[config.mk]
export PLATFORM = sky130hd
export DESIGN_NAME = shadow_return_stack
export DESIGN_NICKNAME = d
export VERILOG_FILES = /design/src/rtl/shadow_return_stack.sv
export SDC_FILE = /design/constraint.sdc
export NUM_CORES = 1
export LEC_CHECK = 0
export BUFFER_PORTS_ARGS = -buffer_cell sky130_fd_sc_hd__buf_2
export CORE_MARGIN = 2
export CORE_UTILIZATION = 53
export DETAILED_ROUTE_END_ITERATION = 6
export PLACE_DENSITY_LB_ADDON = 0.05
export REMOVE_ABC_BUFFERS = 1
export SYNTH_ARGS = -nofsm -noshare
export SYNTH_HDL_FRONTEND = slang
export SYNTH_SLANG_ARGS = --single-unit
[constraint.sdc]
create_clock -name clk -period 3.65 [get_ports clk]
set_input_delay 0.73 -clock clk [delete_from_list [all_inputs] [get_ports clk]]
set_output_delay 0.73 -clock clk [all_outputs]
set_load 0.05 [all_outputs]
[src/rtl/shadow_return_stack.sv]
// Shadow return-address stack: checks every RET/RETI target against pushed CALL/IRQ returns.
// Optional macro SRS_IRQ_TRACK_EN adds IRQ push/RETI checking with a per-entry tag bit.
module shadow_return_stack #(
  parameter int          DEPTH      = 8,
  parameter int          PTR_W      = 3,
  parameter logic [3:0]  CALL_STATE = 4'hB,
  parameter logic [3:0]  IRQ_STATE  = 4'h1,
  parameter logic [7:0]  CALL_INST  = 8'h20,
  parameter logic [7:0]  IRQ_INST   = 8'h80
) (
  input  logic             clk,
  input  logic             rst,
  input  logic [7:0]       inst_so,
  input  logic [3:0]       e_state,
  input  logic [15:0]      ret_addr,
  input  logic             ret_valid,
  input  logic             ret_is_irq,
  input  logic [15:0]      ret_target,
  output logic [PTR_W:0]   sp_depth,
  output logic             violation,
  output logic [1:0]       viol_cause,
  output logic [15:0]      viol_addr
);

  typedef enum logic [1:0] {
    IDLE  = 2'd0,
    PUSH  = 2'd1,
    FAULT = 2'd2
  } state_t;

  localparam logic [PTR_W:0] FULL = (PTR_W+1)'(DEPTH);

  state_t          state_q, state_d;
  logic [15:0]     stack_q [DEPTH];
  logic [PTR_W:0]  sp_d;
  logic [PTR_W-1:0] top_idx;
  logic            call_cap, irq_cap, cap, pop, push;
  logic            full, empty, we;
  logic            ovf, udf, mis, any_viol;
  logic            tag_bad_bp, tag_bad_top;
  logic [1:0]      cause_d;
  logic [15:0]     vaddr_d;

  assign call_cap = (e_state == CALL_STATE) && (inst_so == CALL_INST);
  assign irq_cap  = (e_state == IRQ_STATE) && (inst_so == IRQ_INST);

`ifdef SRS_IRQ_TRACK_EN
  logic tag_q [DEPTH];
  logic push_irq_q;

  assign cap         = call_cap | irq_cap;
  assign pop         = ret_valid;
  assign tag_bad_bp  = push_irq_q != ret_is_irq;
  assign tag_bad_top = tag_q[top_idx] != ret_is_irq;

  always_ff @(posedge clk) begin
    if (rst) push_irq_q <= 1'b0;
    else     push_irq_q <= irq_cap;
  end

  always_ff @(posedge clk) begin
    if (we) tag_q[sp_depth[PTR_W-1:0]] <= push_irq_q;
  end
`else
  logic unused_irq;

  assign unused_irq  = irq_cap;
  assign cap         = call_cap;
  assign pop         = ret_valid & ~ret_is_irq;
  assign tag_bad_bp  = 1'b0;
  assign tag_bad_top = 1'b0;
`endif

  assign push    = state_q == PUSH;
  assign full    = sp_depth == FULL;
  assign empty   = sp_depth == '0;
  assign top_idx = sp_depth[PTR_W-1:0] - PTR_W'(1);
  assign we      = !rst && push && !pop && !full;

  assign violation = state_q == FAULT;

  always_comb begin
    ovf = 1'b0;
    udf = 1'b0;
    mis = 1'b0;
    if (state_q != FAULT) begin
      ovf = push && full;
      udf = pop && !push && empty;
      // a push landing with a return is logically first
      if (pop && push)
        mis = (ret_target != ret_addr) || tag_bad_bp;
      else if (pop && !empty)
        mis = (stack_q[top_idx] != ret_target) || tag_bad_top;
    end
  end

  assign any_viol = ovf | udf | mis;

  always_comb begin
    cause_d = 2'b01;
    vaddr_d = ret_target;
    if (ovf) begin
      cause_d = 2'b10;
      vaddr_d = ret_addr;
    end else if (udf) begin
      cause_d = 2'b11;
    end
  end

  always_comb begin
    state_d = state_q;
    sp_d    = sp_depth;
    if (state_q != FAULT) begin
      if (any_viol)  state_d = FAULT;
      else if (cap)  state_d = PUSH;
      else           state_d = IDLE;
      if (push && pop)
        sp_d = sp_depth;
      else if (push && !full)
        sp_d = sp_depth + (PTR_W+1)'(1);
      else if (pop && !empty)
        sp_d = sp_depth - (PTR_W+1)'(1);
    end
  end

  always_ff @(posedge clk) begin
    if (rst) begin
      state_q    <= IDLE;
      sp_depth   <= '0;
      viol_cause <= 2'b00;
      viol_addr  <= 16'h0000;
    end else if (state_q != FAULT) begin
      state_q  <= state_d;
      sp_depth <= sp_d;
      if (any_viol) begin
        viol_cause <= cause_d;
        viol_addr  <= vaddr_d;
      end
    end
  end

  always_ff @(posedge clk) begin
    if (we) stack_q[sp_depth[PTR_W-1:0]] <= ret_addr;
  end

endmodule

==> results.md <==
- Vias in the first global route: around 3800
- Synth Area in XOR/XNOR: 0.0685
- Die H: between 100 and 150 µm
- Critical Path RT: just under 4 ns
- Post-Syn Area: about 6600 µm²
- Post_cts resized: 0
- Worst hold path endpoint: viol_cause[0]$_SDFFE_PP0P_
- Total die area: 13400 µm²
- Post-CTS Setup Bufs: 0
- Pin count of the biggest net entering global routing: 41
- Setup CP Type: register to register
- CTS tree: yes
- Via density: between 5 and 6
- Max VDD drop: approximately 380 µV
- Clock skew: about 0.013 ns
- # hold bufs at CTS: 0
- Worst slew margin: 0.552
- Synth Flop Type: edfxtp_1
- Synth warn: 0
- Met3 routed WL: 828 µm
- Post-Synthesis Cells: 396
- Crit path max fanout: 32
- Final hold viol count: 0
- Setup TNS: 0 ns
- DRC: 0
- Max-cap viol count: 0
- Clock root buffer: clkbuf_16
- Drt wl/cell: between 20 and 25 µm
- WP data arrival: between 3 and 4 ns
- Adder-cell share of the synthesized area: 0.00866
- Initial Util: 0.549
- Die width: roughly 120 µm
- Commonest non-fill, non-tap cell in the layout: edfxtp_1
- Total grt overflow: 0
- Worst R2R Setup Slack: around 0.31 ns
- CTS buffer count: 17
- DR top layer: met4
- Proportion of layout cells with a drive suffix above 1: 0.341
- Crit. End Element: register
- Post-Synth Simple-Gate Area: 0.0697
- WHS Path Cells: 2
- First-pass GRT wire length: 21.9 mm
- Mux cell area share after synthesis: 0.167
- Core Area: about 12000 µm²
- Final Cycle Share: 0.916
- Port-buffer cells: 70
- Run status: finished clean
- Fin area: between 7000 and 8000 µm²
- Endpoints failing setup: 0
- Min-delay src: viol_cause[0]$_SDFFE_PP0P_
- Clock Tree Buf Depth: 2
- R2r startpoint: sp_depth[0]$_SDFFE_PP0P_
- Post-DP HPWL: approximately 8.9 mm
- Clock-pin slew on the worst setup and hold paths: ~0.06 ns
- Drt total wl: ~14 mm
- GRT Util Overall: 0.231
- Drt first pass iters: 5
- Number of flops mapped to enable cells by yosys: 128
- Hold slack: roughly 0.46 ns
- H-tree depth: 4
- Vias post-DR: approximately 3800
- Leakage: ~2.8 nW
- Area of the multi-input gates: ~2200 µm²
- # rows: 40
- Worst skew pair latency: between 0.4 and 0.5 ns
- Max Fclk: 0.299 GHz
- Synth Area per Inst: 16.8 µm²
- Cell variety after synth: 41
- Wire length on met1: 6.39 mm
- Worst-Margin Slew: about 0.67 ns
- Register bit total from synthesis: 152
- Commonest non-fill, non-tap cells in the layout: edfxtp_1 (128), buf_2 (70), xor2_1 (37)
- Worst min path class: register to register
- # nets final: 538
- GP Congestion: roughly 0.79
- Seq. cell area: 4330 µm²
- Compound-Gate Fraction of Synth Area: 0.0145
- CP startpoint kind: register
- Initial antenna violation count: 0
- Num ports: between 70 and 80
- Worst reg2reg endpoint: viol_addr[11]$_SDFFE_PP0P_
- Clock sinks: between 150 and 200
- Starting DRC count in detailed routing: about 270
- # fillers: 897
- RSZ-0062 raised after global routing: no
- WL met2: a little under 7 mm
- Main combinational cell family by area after synthesis: multiplexers
- Slew Limit Fails: 0
- Worst r2r path cells: 11
- Post-synthesis sequential area ratio: 0.651
- Post-DP Area: about 7300 µm²
- Post-route ant nets: 0
- Async S/R FF share, synth: 0
- Final core occ: 0.657
- PwrDens: approximately 550 nW/µm²
- Tmin final: 3.34 ns
- Antenna diode count: 0
- Layout area overhead: 19.7%
==> worst max-delay path by stage <==
stage,startpoint,to,cells past startpoint
2_1_floorplan,sp_depth[0]$_SDFFE_PP0P_,viol_addr[10]$_SDFFE_PP0P_,9
3_3_place_gp,sp_depth[0]$_SDFFE_PP0P_,viol_addr[10]$_SDFFE_PP0P_,11
6_report,sp_depth[0]$_SDFFE_PP0P_,viol_addr[11]$_SDFFE_PP0P_,11
4_1_cts,sp_depth[0]$_SDFFE_PP0P_,viol_addr[10]$_SDFFE_PP0P_,11
3_5_place_dp,sp_depth[0]$_SDFFE_PP0P_,viol_addr[11]$_SDFFE_PP0P_,11
5_1_grt,sp_depth[0]$_SDFFE_PP0P_,viol_addr[12]$_SDFFE_PP0P_,11
==> cell usage after synthesis, types with 7 or more instances <==
library cell,instances,share of area
mux2_4,7,0.016
nand2_1,8,0.0045
dfxtp_1,24,0.072
xnor2_1,15,0.020
mux4_2,31,0.11
xor2_1,37,0.049
edfxtp_1,128,0.58
nor4_1,10,0.0094
nor2_1,27,0.015
nor2b_1,19,0.018
mux2_2,9,0.015
mux2i_1,18,0.027
==> layout make-up <==
class,instances,area share
clock buffer,23,0.0667
clock inverter,9,0.0197
inverter,4,0.00189
multi-input combinational,224,0.276
sequential,152,0.544
tap,168,0.0264
timing repair buffer,87,0.0648
==> report_power, final <==
group          switching [W]  internal (W)
combinational       0.000270      0.000179
clock               0.000670       0.00130
sequential         0.0000160       0.00190
total               0.000955       0.00338
==> routing by layer <==
metal / vias to the layer above / track usage
li1: 1706 / -
met1: 1932 / 0.326
met2: 141 / 0.361
met3: 22 / 0.0471
met4: 0 / 0.0897
met5: - / 0
==> per-stage QoR <==
stage          setup slack [ns]  instances  power (W)
3_3_place_gp              0.308        635    0.00240
3_5_place_dp              0.280        635    0.00241
2_1_floorplan             -1.75        380    0.00225
4_1_cts                   0.274        667    0.00437
6_report                  0.305        667    0.00434
5_1_grt                   0.146        667    0.00446
==> worst max-delay path, cell delays in order, from the launching register on <==
cell	delay, ns
dfxtp_2	0.35
inv_1	0.08
ha_1	0.32
buf_12	0.22
mux4_2	0.34
xor2_1	0.15
nor4_1	0.61
nand4_1	0.16
mux2i_1	0.20
o21ba_1	0.18
buf_4	0.22
mux2_2	0.36
==> flip-flops by register name, indices dropped and copies added, names as in the netlist <==
| signal | count |
|---|---|
| sp_depth | 4 |
| stack_q | 128 |
| viol_cause | 2 |
| state_q | 2 |
| viol_addr | 16 |
==> logic make-up (layout without fill, tap and decap cells) <==
family          after synthesis  in the layout
flops                       152            152
simple gates                 86             86
mux                          66             66
xor+xnor                     52             52
buf+inv                      20            123
compound gates               16             16
fa+ha+maj                     4              4
No activity file was read; power rests on OpenSTA's default activity.
